==> src/rtl/mac_result_collector_pkg.sv <==
// Shared types and defaults for the MAC result collector.
// States and the sum width are common with the MAC engine side.
package mac_collector_pkg;

    localparam int unsigned MAC_SUM_W = 20;

    typedef enum logic [1:0] {
        S_IDLE    = 2'd0,
        S_COLLECT = 2'd1,
        S_DRAIN   = 2'd2
    } state_e;

endpackage

==> src/rtl/mac_result_collector_if.sv <==
// Engine-side result handshake plus downstream valid/ready stream.
// The collector uses the slave modport; the engine/sink side uses master.
interface mac_result_collector_if
    import mac_collector_pkg::*;
#(
    parameter int unsigned SUM_W = MAC_SUM_W
);
    logic             mac_valid;
    logic [SUM_W-1:0] mac_sum;
    logic             mac_ready;
    logic             out_valid;
    logic [SUM_W-1:0] out_data;
    logic             out_ready;

    modport master (
        output mac_valid, mac_sum, out_ready,
        input  mac_ready, out_valid, out_data
    );

    modport slave (
        input  mac_valid, mac_sum, out_ready,
        output mac_ready, out_valid, out_data
    );
endinterface

==> src/rtl/mac_result_collector_fifo.sv <==
// First-word-fall-through FIFO with registered full flag and synchronous clear.
// The head reads as zero while empty so the output is defined out of reset.
module result_fifo
    import mac_collector_pkg::*;
#(
    parameter int unsigned WIDTH = MAC_SUM_W,
    parameter int unsigned DEPTH = 4
) (
    input  logic                   clk,
    input  logic                   nrst,
    input  logic                   push,
    input  logic                   pop,
    input  logic                   clear,
    input  logic [WIDTH-1:0]       wdata,
    output logic [WIDTH-1:0]       rdata,
    output logic                   full,
    output logic                   empty,
    output logic [$clog2(DEPTH):0] count
);
    localparam int unsigned PTR_W = $clog2(DEPTH);
    localparam int unsigned CNT_W = PTR_W + 1;

    logic [WIDTH-1:0] mem [DEPTH];
    logic [PTR_W-1:0] wr_ptr_q, rd_ptr_q;
    logic [CNT_W-1:0] count_q, count_d;
    logic             full_q;
    logic             do_push, do_pop;

    assign do_push = push && !full_q;
    assign do_pop  = pop && (count_q != '0);

    always_comb begin
        count_d = count_q;
        if (do_push && !do_pop) begin
            count_d = count_q + CNT_W'(1);
        end else if (do_pop && !do_push) begin
            count_d = count_q - CNT_W'(1);
        end
    end

    always_ff @(posedge clk or negedge nrst) begin
        if (!nrst) begin
            wr_ptr_q <= '0;
            rd_ptr_q <= '0;
            count_q  <= '0;
            full_q   <= 1'b0;
        end else if (clear) begin
            wr_ptr_q <= '0;
            rd_ptr_q <= '0;
            count_q  <= '0;
            full_q   <= 1'b0;
        end else begin
            // Pointers wrap naturally since DEPTH is a power of two.
            if (do_push) wr_ptr_q <= wr_ptr_q + PTR_W'(1);
            if (do_pop)  rd_ptr_q <= rd_ptr_q + PTR_W'(1);
            count_q <= count_d;
            full_q  <= (count_d == CNT_W'(DEPTH));
        end
    end

    always_ff @(posedge clk) begin
        if (do_push && !clear) begin
            mem[wr_ptr_q] <= wdata;
        end
    end

    assign empty = (count_q == '0);
    assign full  = full_q;
    assign count = count_q;
    assign rdata = empty ? '0 : mem[rd_ptr_q];

endmodule

==> src/rtl/mac_result_collector.sv <==
// Collects a programmed batch of MAC sums into a FWFT FIFO and pulses done once drained.
// Optional COLLECTOR_CNT_EN adds a saturating lifetime accept counter (result_count).
module mac_result_collector
    import mac_collector_pkg::*;
#(
    parameter int unsigned SUM_W = MAC_SUM_W,
    parameter int unsigned DEPTH = 4,
    parameter int unsigned CNT_W = 8
) (
    input  logic                   clk,
    input  logic                   nrst,
    input  logic                   start,
    input  logic [CNT_W-1:0]       num_results,
    input  logic                   flush,
    mac_result_collector_if.slave  bus,
    output logic [$clog2(DEPTH):0] fifo_count,
    output logic                   busy,
    output logic                   done
`ifdef COLLECTOR_CNT_EN
    ,
    output logic [15:0]            result_count
`endif
);
    state_e           state_q, state_d;
    logic [CNT_W-1:0] remaining_q, remaining_d;
    logic             done_q, done_d;
    logic             fifo_full, fifo_empty;
    logic             accept, pop;

    // Ready comes only from state and the registered full flag.
    assign bus.mac_ready = (state_q == S_COLLECT) && !fifo_full;
    assign accept        = bus.mac_valid && bus.mac_ready && !flush;
    assign pop           = bus.out_valid && bus.out_ready;

    result_fifo #(
        .WIDTH (SUM_W),
        .DEPTH (DEPTH)
    ) u_fifo (
        .clk   (clk),
        .nrst  (nrst),
        .push  (accept),
        .pop   (pop),
        .clear (flush),
        .wdata (bus.mac_sum),
        .rdata (bus.out_data),
        .full  (fifo_full),
        .empty (fifo_empty),
        .count (fifo_count)
    );

    assign bus.out_valid = !fifo_empty;

    always_comb begin
        state_d     = state_q;
        remaining_d = remaining_q;
        done_d      = 1'b0;
        if (flush) begin
            state_d = S_IDLE;
        end else begin
            unique case (state_q)
                S_IDLE: begin
                    if (start) begin
                        if (num_results != '0) begin
                            state_d     = S_COLLECT;
                            remaining_d = num_results;
                        end else begin
                            done_d = 1'b1;
                        end
                    end
                end
                S_COLLECT: begin
                    if (accept) begin
                        remaining_d = remaining_q - CNT_W'(1);
                        if (remaining_q == CNT_W'(1)) state_d = S_DRAIN;
                    end
                end
                S_DRAIN: begin
                    if (fifo_empty) begin
                        state_d = S_IDLE;
                        done_d  = 1'b1;
                    end
                end
                default: state_d = S_IDLE;
            endcase
        end
    end

    always_ff @(posedge clk or negedge nrst) begin
        if (!nrst) begin
            state_q     <= S_IDLE;
            remaining_q <= '0;
            done_q      <= 1'b0;
        end else begin
            state_q     <= state_d;
            remaining_q <= remaining_d;
            done_q      <= done_d;
        end
    end

    assign busy = (state_q != S_IDLE);
    assign done = done_q;

`ifdef COLLECTOR_CNT_EN
    logic [15:0] result_count_q;

    // Survives flush; only reset clears it.
    always_ff @(posedge clk or negedge nrst) begin
        if (!nrst) begin
            result_count_q <= '0;
        end else if (accept && (result_count_q != 16'hFFFF)) begin
            result_count_q <= result_count_q + 16'd1;
        end
    end

    assign result_count = result_count_q;
`endif

endmodule

==> src/flat_wrapper.sv <==
// flat-port wrapper written by rule: the top's interface ports become plain ports
module mac_result_collector_flat import mac_collector_pkg::*;
#(
    parameter int unsigned SUM_W = MAC_SUM_W,
    parameter int unsigned DEPTH = 4,
    parameter int unsigned CNT_W = 8
)
  (clk, nrst, start, num_results, flush, fifo_count, busy, done, bus_mac_valid, bus_mac_sum, bus_out_ready, bus_mac_ready, bus_out_valid, bus_out_data);
  mac_result_collector_if #(.SUM_W(SUM_W)) bus_i ();
  input  logic clk;
  input  logic nrst;
  input  logic start;
  input  logic [CNT_W-1:0] num_results;
  input  logic flush;
  output logic [$clog2(DEPTH):0] fifo_count;
  output logic busy;
  output logic done;
  input wire logic [$bits(bus_i.mac_valid)-1:0] bus_mac_valid;
  input wire logic [$bits(bus_i.mac_sum)-1:0] bus_mac_sum;
  input wire logic [$bits(bus_i.out_ready)-1:0] bus_out_ready;
  output wire logic [$bits(bus_i.mac_ready)-1:0] bus_mac_ready;
  output wire logic [$bits(bus_i.out_valid)-1:0] bus_out_valid;
  output wire logic [$bits(bus_i.out_data)-1:0] bus_out_data;
  assign bus_i.mac_valid = bus_mac_valid;
  assign bus_i.mac_sum = bus_mac_sum;
  assign bus_i.out_ready = bus_out_ready;
  assign bus_mac_ready = bus_i.mac_ready;
  assign bus_out_valid = bus_i.out_valid;
  assign bus_out_data = bus_i.out_data;
  mac_result_collector #(.SUM_W(SUM_W), .DEPTH(DEPTH), .CNT_W(CNT_W)) u_core (.clk(clk), .nrst(nrst), .start(start), .num_results(num_results), .flush(flush), .bus(bus_i), .fifo_count(fifo_count), .busy(busy), .done(done));
endmodule
==> config.mk <==
export PLATFORM = sky130hd
export DESIGN_NAME = mac_result_collector_flat
export DESIGN_NICKNAME = d
export VERILOG_FILES = /design/src/rtl/mac_result_collector_pkg.sv /design/src/rtl/mac_result_collector_if.sv /design/src/rtl/mac_result_collector_fifo.sv /design/src/rtl/mac_result_collector.sv /design/src/flat_wrapper.sv
export SDC_FILE = /design/constraint.sdc
export NUM_CORES = 1
export LEC_CHECK = 0
export ABC_AREA = 1
export CELL_PAD_IN_SITES_DETAIL_PLACEMENT = 1
export CELL_PAD_IN_SITES_GLOBAL_PLACEMENT = 1
export CORE_ASPECT_RATIO = 0.75
export CORE_MARGIN = 2
export CORE_UTILIZATION = 35
export DETAILED_ROUTE_END_ITERATION = 10
export PLACE_DENSITY_LB_ADDON = 0.05
export REMOVE_ABC_BUFFERS = 1
export SYNTH_ARGS = -nofsm -noshare
export SYNTH_HDL_FRONTEND = slang
export SYNTH_SLANG_ARGS = --single-unit
==> constraint.sdc <==
create_clock -name clk -period 3.5 [get_ports clk]
set_input_delay 0.35 -clock clk [delete_from_list [all_inputs] [get_ports clk]]
set_output_delay 0.35 -clock clk [all_outputs]
set_load 0.01 [all_outputs]
-- After elaboration in Yosys (flattened, before gate mapping)
Memories as Yosys holds them, arrays and structs flattened.
Index checks and enable logic that the tools add are counted.
W data, S select, Z words.
- input bits: 34
- output and inout bits: 27
- RAM bits: 80
- memories: 1
- word-level logic and storage cells: 77
- flip-flop bits (word level): 19
- memory list (name ; words ; width ; read ports ; clocked after Yosys merged registers in ; wr ports ; RTL line ; RTL):
    u_core.u_fifo.mem ; 4 ; 20 ; 1 ; 0 ; 1 ; mac_result_collector_fifo.sv:23 ; logic [WIDTH-1:0] mem [DEPTH];
- eq/ne operators: 12
- bitwise operators: 1
- mux-type cells: 27
- reduce and logical (&&, ||, !) cells: 24
- $add $sub $neg: 5
- operator list (cell ; count):
    $mux W8 ; 3
    $mux W2 ; 10
    $mux W20 ; 1
    $pmux W8 S2 ; 1
    $reduce_and A5 Y1 ; 2
    $logic_and A1 B1 Y1 ; 9
    $mux W3 ; 3
    $ne A3 B3 Y1 const B ; 3
    $eq A8 B1 Y1 const B ; 1
    $reduce_bool A2 Y1 ; 4
    $reduce_bool A8 Y1 ; 1
    $sub A8 B1 Y8 const B ; 1
    $mux W1 ; 7
    $ne A3 B2 Y1 const B ; 2
    $pmux W2 S3 ; 1
    $logic_not A1 Y1 ; 5
    $add A2 B1 Y2 const B ; 2
    $ne A2 B2 Y1 const B ; 2
    $add A3 B1 Y3 const B ; 1
    $eq A3 B3 Y1 const B ; 1
    $logic_not A3 Y1 ; 1
    $reduce_bool A3 Y1 ; 1
    $sub A3 B1 Y3 const B ; 1
    $eq A2 B1 Y1 const B ; 1
    other kinds (5) ; 5

-- Depth between registers and ports, before layout
Gate-level depths: netlist (run 1).
- depth after elaboration: 11
- depth in mapped cells: 12
- mapped depth without buffers: 12

-- Cells and area by module
Synthesis (run 1) repeated with hierarchy kept, for this count alone.
- cell total of the unflattened synthesis: 450
- area total of the unflattened synthesis: 4553.1 µm²
- by module, submodules not included (module ; instances ; area each (µm²) ; sequential area each (µm²) ; cells each):
    result_fifo ; 1 ; 3647.2 ; 2602.5 ; 308
    mac_result_collector ; 1 ; 905.9 ; 275.3 ; 142

-- Least setup slack after synthesis (run 1)
Ideal clock, no wire load.
- path type: register -> register
- from: register u_core.state_q[1]
- to: memory u_core.u_fifo.mem[0][0] (netlist name), enable pin
- setup slack: 1.427 ns
- setup time: 0.397 ns
- required time: 3.103 ns
- stages on the path, launching flop included: 4
- clock period less this slack: 2.073 ns
- data arrival time: 1.676 ns
- buffers on the path: 0
- cells stage by stage: dfrtp_1 nor2_8 nand4_4 nor2_1
- longest elaborated chain between the ends: 8
- ends and longest elaborated chain (item ; RTL line ; RTL):
    start, declared ; mac_result_collector.sv:24 ; state_e state_q, state_d;
    start signal, assigned ; mac_result_collector.sv:94 ; state_q <= state_d;
    $eq A2 B1 Y1 ; mac_result_collector.sv:31 ; assign bus.mac_ready = (state_q == S_COLLECT) && !fifo_full;
    $logic_and A1 B1 Y1 ; mac_result_collector.sv:31 ;
    $logic_and A1 B1 Y1 (2 in series) ; mac_result_collector.sv:32 ; assign accept = bus.mac_valid && bus.mac_ready && !flush;
    $logic_and A1 B1 Y1 ; mac_result_collector_fifo.sv:29 ; assign do_push = push && !full_q;
    $logic_and A1 B1 Y1 ; mac_result_collector_fifo.sv:62 ; if (do_push && !clear) begin
    $mux W1 ; mac_result_collector_fifo.sv:62 ;
    $mux W1 (not written as such) ; mac_result_collector_fifo.sv:63 ; mem[wr_ptr_q] <= wdata;
    end, declared ; mac_result_collector_fifo.sv:23 ;
Every way passes these cells.

-- Worst setup path after layout (run 1)
- from: register u_core.u_fifo.count_q[0], in the netlist u_core.u_fifo.count[0]
- to: output bus_out_data[12]
- longest elaborated chain between the ends: 2
- ends and longest elaborated chain (item ; RTL line ; RTL):
    start, declared ; mac_result_collector_fifo.sv:25 ; logic [CNT_W-1:0] count_q, count_d;
    start signal, assigned ; mac_result_collector_fifo.sv:56 ; count_q <= count_d;
    $logic_not A3 Y1 ; mac_result_collector_fifo.sv:67 ; assign empty = (count_q == '0);
    $mux W20 ; mac_result_collector_fifo.sv:70 ; assign rdata = empty ? '0 : mem[rd_ptr_q];
    end, declared ; flat_wrapper.sv:23 ; output wire logic [$bits(bus_i.out_data)-1:0] bus_out_data;
Every way passes these cells.

==> results of run 1 <==
-- path summary, 6_finish.rpt --
kind | start | endpoint | cells past startpoint
max | u_core.u_fifo.count[0] | bus_out_data[12] | 6
min | u_core.remaining_q[7] | u_core.remaining_q[7] | 2
max reg2reg | u_core.state_q[1] | u_core.u_fifo.mem[0][0] | 4
min reg2reg | u_core.remaining_q[7] | u_core.remaining_q[7] | 2
max in group asynchronous | nrst | u_core.remaining_q[6] | 1
min in group asynchronous | nrst | u_core.u_fifo.count[1] | 1
-- per-stage QoR --
stage	util	power [mW]	area, sq um	instances
after floorplan	-	2.329	4347	414
after global placement	0.4246	3.006	5225	648
after detailed placement	0.4246	3.051	5225	648
after CTS	0.4529	4.212	5573	664
after global routing	0.4529	4.435	5573	664
final	0.4529	4.135	5573	664
-- worst register-to-register path, stage by stage (launching register included) --
cell     delay, ns
dfrtp_1       0.47
nor2_8        0.24
nand4_4       0.21
nor2_2        0.53
buf_4         0.32
-- cells in the final DEF (no fill, tap or decap) --
cell type,instances
nand2_2,4
ha_1,9
nor2_1,99
a21oi_2,1
nand2_1,53
clkinv_4,2
xnor2_1,1
inv_1,32
o21ai_0,51
edfxtp_1,80
nand4_1,3
inv_8,1
a21oi_1,25
nor2_2,5
nor2_8,1
bufinv_16,3
buf_4,8
a31oi_1,1
dfrtp_1,19
o21ai_2,3
clkbuf_16,9
inv_2,3
nand3_1,17
clkinv_1,2
clkdlybuf4s50_1,60
o21ai_1,4
inv_6,1
nand4_4,1
-- power by group --
group          switching, mW  leakage, nW  internal (mW)
Clock                  0.441        0.170          0.705
Combinational          0.909        0.981          0.621
Sequential            0.0705        0.968           1.39
Total                   1.42         2.12           2.71
-- state kept, by name, indices dropped and copies added (netlist names) --
name / count
u_core.done: 1
u_core.u_fifo.wr_ptr_q: 2
u_core.remaining_q: 8
u_core.u_fifo.rd_ptr_q: 2
u_core.u_fifo.full: 1
u_core.state_q: 2
u_core.u_fifo.mem: 80
u_core.u_fifo.count: 3
-- layout make-up --
type	count	area (sq um)	share of cell area
clock buffer	9	225.2	0.04041
multi-input combinational	278	1335	0.2396
clock inverter	7	122.6	0.02200
timing repair buffer	68	660.6	0.1185
tap	166	207.7	0.03727
sequential	99	2878	0.5164
inverter	37	143.9	0.02582
-- kinds of logic after synthesis --
logic type | count (synthesis)
adder cells (fa/ha/maj) | 9
XOR/XNOR | 1
flip-flops | 99
buffers and inverters | 53
AO/OA/AOI/OAI | 85
AND/OR/NAND/NOR | 183
-- cells in the mapped netlist --
cell	n	area (sq um)
nand4_4	1	21.27
inv_1	32	120.1
o21ai_0	51	255.2
a21oi_1	25	125.1
buf_12	1	20.02
clkinv_4	1	8.760
o21ai_2	3	26.28
nor2_2	1	6.260
nand3_1	17	85.08
buf_2	2	10.01
clkinv_1	1	3.750
nor2_8	1	20.02
nand2_1	53	198.9
ha_1	9	112.6
o21ai_1	4	20.02
dfrtp_1	19	475.5
a31oi_1	1	6.260
inv_2	3	11.26
nor2_1	103	386.6
clkbuf_1	13	48.80
edfxtp_1	80	2402
nand2_2	4	25.02
xnor2_1	1	8.760
a21oi_2	1	8.760
nand4_1	3	18.77
-- layer usage --
layer | track usage | vias to the layer above | wire length, um
met3 | 0.04505 | 13 | 330
met4 | 0.04337 | 0 | 109
met5 | 0 | - | 0
met1 | 0.2318 | 1565 | 5391
li1 | - | 1571 | -
met2 | 0.2694 | 42 | 4697
==> reports/metrics.yaml, run 1 <==
run_status:
  outcome: "completed"
sta:
  period_needed_ns: 2.855
  tightest_slew_ns: 0.9704
  hold_viol: 0
  fin_skew_ns: 0.01092
  fin_crit_sh: 0.8156
  maxSlewHeadroom: 0.3510
  worst_hold_slack_ns: 0.5144
  setup_viol: 0
  report.final.slew_viol_count: 0
  rsz0062_at_grt: "false"
  layout_setup_ws_ns: 0.6454
  fmax_mhz: 350.3
  fin_setup_tns_ns: 0
worst_hold_path:
  hold_class: "reg -> reg"
clocking:
  cts_setup_buffers: 0
  cts_tree: "done"
  cts.repair.resized: 0
  hold_buffers: 0
  cts-root-buf: "clkbuf_16"
  numCtsBuffers: 9
  cts_htree_levels: 3
  cts_buffer_depth: 2
  insertion_delay_ns: 0.35
  cts_sinks: 99
  clkTransAtPathRegs_ns: 0.07
synthesis:
  synth.area.mux_share: 0
  synth_warnings: 0
  netlist_area_sq_um: 4425
  synth_top_family_by_area: "simple AND/OR/NAND/NOR gates"
  synth-simple-area-share: 0.1722
  ys_seq_area_frac: 0.6503
  avgSynthCellArea_sq_um: 10.29
  ys_ff_latch: 99
  synth_xor_area_frac: 0.001979
  synth_compound_area_frac: 0.09980
  synth_cells: 430
  ys_types: 25
  synth_fa_ha_area_frac: 0.02545
cells_and_area:
  nets: 536
  antenna_cells: 0
  layout-drive-gt1-share: 0.08434
  fill_cells: 1357
  area_growth_pct: 25.93
placement:
  post-place-ws_ns: 0.8886
  gp_congestion: 0.7950
  dpl.hpwl_um: 7167
  io_buffers: 60
grt:
  overflow: 0
  first_global_vias: 3384
  grt_use_total: 0.1690
  grt_pass1_wl_um: 17610
  grt_start_max_net_pins: 42
  antenna_found_initial: 0
critical_path:
  cp-start-kind: "flip-flop"
  path_max_fanout: 21
  critPathArrivalTime_ns: 2.50
  crit_buf_inv: 3
  reg2reg_slack_ns: 1.43
  crit_top_cell: "inv_1"
  end_kind: "output pin"
  critPathKind: "reg -> out"
  critical-path-max-stage-delay_ns: 0.58
  crit_required_ns: 3.15
  crit_slowest_cell: "clkdlybuf4s50_1"
  crit_chain: "inv_1, ha_1, nand2_1, inv_1, a21oi_1, clkdlybuf4s50_1"
  cp_top_family: "buffers and inverters"
power_and_ir_drop:
  peakVddDrop_uv: 263.2
  power_leakage_nw: 2.119
  powerDensity_nw_per_um2: 742.1
run:
  drv_cap: 0
route:
  first_iter_violations: 181
  routed_wl_um: 10530
  vias: 3191
  dr.pass1.iters: 4
  detail-route-antenna-nets: 0
  detail_route.wl_per_cell_um: 15.86
  viasPerCell: 4.806
  drc: 0
die:
  die_y_um: 101.4
  rows: 35
  core-area_sq_um: 12310
  fp.dieArea_sq_um: 13570
  die_x_um: 133.8
  initial_core_util: 0.3596
  io_pins: 61
Note: power is estimated with default switching activity, not from simulation.
==> inputs of run 2 (changes only) <==
Clock period 3.5 ns to 2.8 ns, I/O delays scaled along.
==> reports/metrics.yaml, run 2 (synthesis results as in run 1) <==
run_status:
  outcome: "completed"
route:
  routed_wl_um: 10470  # -0.53%
  detail-route-antenna-nets: 0  # unchanged
  detail_route.wl_per_cell_um: 15.65  # -1.3%
  dr.pass1.iters: 4  # unchanged
  drc: 0  # unchanged
  viasPerCell: 4.712  # -2.0%
  first_iter_violations: 101  # -44%
  vias: 3152  # -1.2%
critical_path:
  crit_top_cell: "inv_1"
  crit_required_ns: 2.52  # -0.63 ns
  end_kind: "output pin"
  critPathArrivalTime_ns: 2.28  # -0.22 ns
  critPathKind: "reg -> out"
  worstReg2RegStart: "u_core.u_fifo.count[0]"
  path_max_fanout: 18  # -14%
  crit_slowest_cell: "clkdlybuf4s50_1"
  critical-path-max-stage-delay_ns: 0.57  # about the same
  crit_chain: "inv_1, ha_1, nand2_2, inv_1, buf_4, a21oi_1, clkdlybuf4s50_1"
  cp-startpoint: "u_core.u_fifo.count[0]"
  cp-start-kind: "flip-flop"
clocking:
  cts-root-buf: "clkbuf_16"
  cts_sinks: 99  # unchanged
  numCtsBuffers: 9  # unchanged
  insertion_delay_ns: 0.34  # about the same
  cts_htree_levels: 3  # unchanged
  cts_setup_buffers: 0  # unchanged
  cts_tree: "done"
  cts_buffer_depth: 2  # unchanged
  clkTransAtPathRegs_ns: 0.07  # about the same
sta:
  fmax_mhz: 390.1
  maxSlewHeadroom: 0.7253  # +0.3743
  fin_skew_ns: 0.01036  # -0.0005530 ns
  tightest_slew_ns: 0.4120  # -0.5584 ns
  setup_viol: 0  # unchanged
  rsz0062_at_grt: "false"
  fin_setup_tns_ns: 0  # unchanged
  report.final.slew_viol_count: 0  # unchanged
  fin_crit_sh: 0.9155
  hold_viol: 0  # unchanged
  period_needed_ns: 2.563
  worst_hold_slack_ns: 0.2782  # -0.2362 ns
cells_and_area:
  layout-drive-gt1-share: 0.09145  # +0.007114
  final_core_util: 0.4514  # -0.001423
  fill_cells: 1387  # +2.2%
  largest_register_ffs: 80  # unchanged
  nets: 541  # +0.93%
  fin_area_sq_um: 5555  # -0.31%
  final_cell_mix: "99 x nor2_1, 80 x edfxtp_1, 60 x clkdlybuf4s50_1, 52 x nand2_1, 51 x o21ai_0"
  final_common_cell: "nor2_1"
  top_register: "u_core.u_fifo.mem"
  area_growth_pct: 25.53
  multi_input_area_sq_um: 1341  # +0.47%
  antenna_cells: 0  # unchanged
  regArea_sq_um: 2878  # unchanged
placement:
  io_buffers: 60  # unchanged
  placedInstanceArea_sq_um: 5263  # +0.72%
  gp_congestion: 0.7580  # -4.7%
  dpl.hpwl_um: 7034  # -1.9%
die:
  io_pins: 61  # unchanged
  initial_core_util: 0.3596  # unchanged
  die_x_um: 133.8  # unchanged
  rows: 35  # unchanged
  die_y_um: 101.4  # unchanged
  fp.dieArea_sq_um: 13570  # unchanged
  core-area_sq_um: 12310  # unchanged
grt:
  first_global_vias: 3367  # -0.50%
  overflow: 0  # unchanged
  grt_use_total: 0.1664  # -0.002584
  antenna_found_initial: 0  # unchanged
  grt_start_max_net_pins: 29  # -31%
  grt_pass1_wl_um: 17260  # -2.0%
power_and_ir_drop:
  powerDensity_nw_per_um2: 896.1  # +21%
  power_leakage_nw: 2.108  # -0.52%
  peakVddDrop_uv: 341.7  # +30%
worst_hold_path:
  hold_class: "in -> async"
run:
  drv_cap: 0  # unchanged
-- run 2: layout make-up --
type | count | area share
Timing Repair Buffer | 73 | 0.1257
Clock inverter | 5 | 0.009685
Multi-Input combinational cell | 278 | 0.2414
Inverter | 37 | 0.02590
Tap cell | 166 | 0.03739
Sequential cell | 99 | 0.5180
Clock buffer | 11 | 0.04189
-- run 2: path summary, 6_finish.rpt --
| kind | to | slack, ns | depth (start not counted) |
|---|---|---|---|
| max | bus_out_data[8] | 0.24 | 7 |
| min | u_core.u_fifo.count[1] | 0.28 | 2 |
| max reg2reg | u_core.u_fifo.full | 1.02 | 12 |
| min reg2reg | u_core.remaining_q[7] | 0.50 | 2 |
| max in group asynchronous | u_core.remaining_q[6] | 2.28 | 2 |
| min in group clk | u_core.remaining_q[7] | 0.50 | 2 |
-- run 2: routing by layer --
metal	part of all wire	vias up	track usage
met4	0.013	0	0.05401
met3	0.037	13	0.03754
li1	-	1581	-
met1	0.49	1506	0.2269
met5	0	-	0
met2	0.46	52	0.2667
-- run 2: critical path: cells and delay by family (launching register included) --
family,cells,cell delay (ns)
buffers and inverters,4,0.99
flip-flops,1,0.40
adder cells (fa/ha/maj),1,0.21
AO/OA/AOI/OAI,1,0.19
AND/OR/NAND/NOR,1,0.13
-- run 2: what timing repair did --
item | in CTS | in global routing
hold buffers | 0 | 0
gates resized for setup | 0 | 2
setup endpoints to repair | 0 | 3
hold endpoints to repair | 0 | 0
-- run 2: stage by stage --
step                      worst slack [ns]  power (mW)  std cells
after floorplan                     0.6579       2.911        414
after global placement              0.5265       3.780        653
after detailed placement            0.5049       3.824        653
after CTS                           0.1184       5.045        669
after global routing               0.06279       5.351        669
final                               0.2366       4.978        669
-- run 2: power breakdown --
group / switching [mW] / internal (mW)
combinational: 1.12 / 0.802
clock: 0.524 / 0.689
sequential: 0.105 / 1.74
total: 1.75 / 3.23
==> inputs of run 3 (changes only) <==
Settings changed: DONT_BUFFER_PORTS set to 1.
Clock period 2.8 ns to 3.1 ns, I/O delays scaled along.
==> reports/metrics.yaml, run 3 (synthesis results as in run 1) <==
run_status:
  outcome: "completed"
sta:
  fin_crit_sh: 0.7995
  fin_setup_tns_ns: 0  # unchanged
  period_needed_ns: 2.479
  report.final.slew_viol_count: 0  # unchanged
  maxSlewHeadroom: 0.3409  # -0.3845
  fin_skew_ns: 0.007753  # -0.002611 ns
  layout_setup_ws_ns: 0.6215  # +0.3849 ns
  rsz0062_at_grt: "false"
  tightest_slew_ns: 0.9854  # +0.5734 ns
  setup_viol: 0  # unchanged
  hold_viol: 0  # unchanged
  fmax_mhz: 403.5
clocking:
  clkTransAtPathRegs_ns: 0.07  # about the same
  insertion_delay_ns: 0.34  # about the same
  cts_setup_buffers: 0  # unchanged
  cts_htree_levels: 3  # unchanged
  cts-root-buf: "clkbuf_16"
  cts.repair.resized: 0  # unchanged
  cts_tree: "done"
  cts_buffer_depth: 2  # unchanged
  hold_buffers: 1  # +1
  cts_sinks: 99  # unchanged
  numCtsBuffers: 9  # unchanged
grt:
  gr-usage-met2: 0.2627  # -0.003945
  grt_pass1_wl_um: 16730  # -3.0%
  antenna_found_initial: 0  # unchanged
  gr-usage-met1: 0.2172  # -0.009726
  grtUsageMet3: 0.04605  # +0.008509
  grt.busiest_layer: "met2"
  overflow: 0  # unchanged
  grt_use_total: 0.1619  # -0.004587
  first_global_vias: 3181  # -5.5%
  grt_start_max_net_pins: 42  # +45%
cells_and_area:
  area_growth_pct: 10.89
  final_cell_mix: "99 x nor2_1, 80 x edfxtp_1, 53 x nand2_1, 51 x o21ai_0, 32 x inv_1"
  antenna_cells: 0  # unchanged
  layout-drive-gt1-share: 0.09361  # +0.002156
  nets: 476  # -12%
  largest_register_ffs: 80  # unchanged
  top_register: "u_core.u_fifo.mem"
  final_common_cell: "nor2_1"
route:
  drc: 0  # unchanged
  vias: 2923  # -7.3%
  detail_route.wl_per_cell_um: 16.84  # +7.6%
  detail-route-antenna-nets: 0  # unchanged
  first_iter_violations: 84  # -17%
  routed_wl_um: 10170  # -2.9%
  dr.pass1.iters: 4  # unchanged
  viasPerCell: 4.839  # +2.7%
placement:
  gp_congestion: 0.7530  # -0.66%
  post-place-ws_ns: 0.9227  # +0.4177 ns
  io_buffers: 0  # -100%
  dpl.hpwl_um: 6665  # -5.2%
critical_path:
  crit_top_cell: "inv_1"
  end_kind: "output pin"
  crit_required_ns: 2.79  # +0.27 ns
  path_max_fanout: 21  # +3
  critPathKind: "reg -> out"
  cp-start-kind: "flip-flop"
  critPathArrivalTime_ns: 2.17  # -0.11 ns
  crit_buf_inv: 2  # -2
  crit_chain: "inv_1, ha_1, nand2_1, inv_1, a21oi_1"
  crit_slowest_cell: "dfrtp_1"
  cp_top_family: "buffers and inverters"
  critical-path-max-stage-delay_ns: 0.45  # -0.12 ns
die:
  initial_core_util: 0.3596  # unchanged
  core-area_sq_um: 12310  # unchanged
  die_y_um: 101.4  # unchanged
  io_pins: 61  # unchanged
  fp.dieArea_sq_um: 13570  # unchanged
  rows: 35  # unchanged
  die_x_um: 133.8  # unchanged
power_and_ir_drop:
  clock_power_share: 0.264  # +0.020
  peakVddDrop_uv: 306.2  # -10%
  comb_power_share: 0.322  # -0.065
  internal_power_mw: 2.469  # -23%
  power_leakage_nw: 1.860  # -12%
  switching_share: 0.3827  # +0.03105
  powerDensity_nw_per_um2: 815.1  # -9.0%
  seqPwrFrac: 0.415  # +0.045
  power.net_switching_mw: 1.531  # -13%
run:
  drv_cap: 0  # unchanged
worst_hold_path:
  hold_class: "in -> reg"
==> run 3: changes by cell type in the layout (fill, tap and decap cells not counted), moves of 2 or more <==
cell and change:
clkdlybuf4s50_1 -60, buf_4 -6, clkinv_4 +3, clkinv_1 -2
==> run 3: layout make-up <==
| type | count | area [sq um] |
|---|---|---|
| inverter | 37 | 143.9 |
| tap | 166 | 207.7 |
| clock inverter | 6 | 51.30 |
| timing repair buffer | 8 | 62.56 |
| fill | 1347 | 7398 |
| multi-input combinational | 278 | 1335 |
| sequential | 99 | 2878 |
| clock buffer | 10 | 229.0 |
==> run 3: stage by stage <==
stage | cell area [sq um] | power, mW | util | instances | hold WS [ns]
after global placement | 4617 | 2.972 | 0.3752 | 587 | 0.01480
final | 4907 | 4.000 | 0.3988 | 604 | 0.02583
after floorplan | 4347 | 2.629 | - | 414 | 0.01441
after detailed placement | 4617 | 2.999 | 0.3752 | 587 | 0.01479
after CTS | 4907 | 4.070 | 0.3988 | 604 | 0.01250
after global routing | 4907 | 4.309 | 0.3988 | 604 | 0.01117
==> run 3: metal layers <==
metal,share of wire,routed length (um)
met1,0.50,5068
met2,0.46,4653
met3,0.038,382
met4,0.0066,67
met5,0,0
==> run 3: final timing paths <==
path / start / end / slack (ns) / cells after the start
hold reg to reg: u_core.remaining_q[7] / u_core.remaining_q[7] / 0.49 / 2
min in group asynchronous: nrst / u_core.u_fifo.count[1] / 0.58 / 1
hold / removal: flush / u_core.u_fifo.count[0] / 0.03 / 1
setup / recovery: u_core.u_fifo.count[0] / bus_out_data[12] / 0.62 / 5
setup reg to reg: u_core.u_fifo.count[0] / u_core.done / 1.11 / 6
max in group asynchronous: nrst / u_core.remaining_q[3] / 1.91 / 1
==> run 3: power by group through the flow <==
stage / clock network (mW) / logic [mW] / registers [mW]
detailed placement: 0 / 1.31 / 1.68
floorplan: 0 / 0.925 / 1.70
global placement: 0 / 1.29 / 1.68
global route: 1.13 / 1.50 / 1.67
finish: 1.05 / 1.29 / 1.66
CTS: 1.09 / 1.33 / 1.66
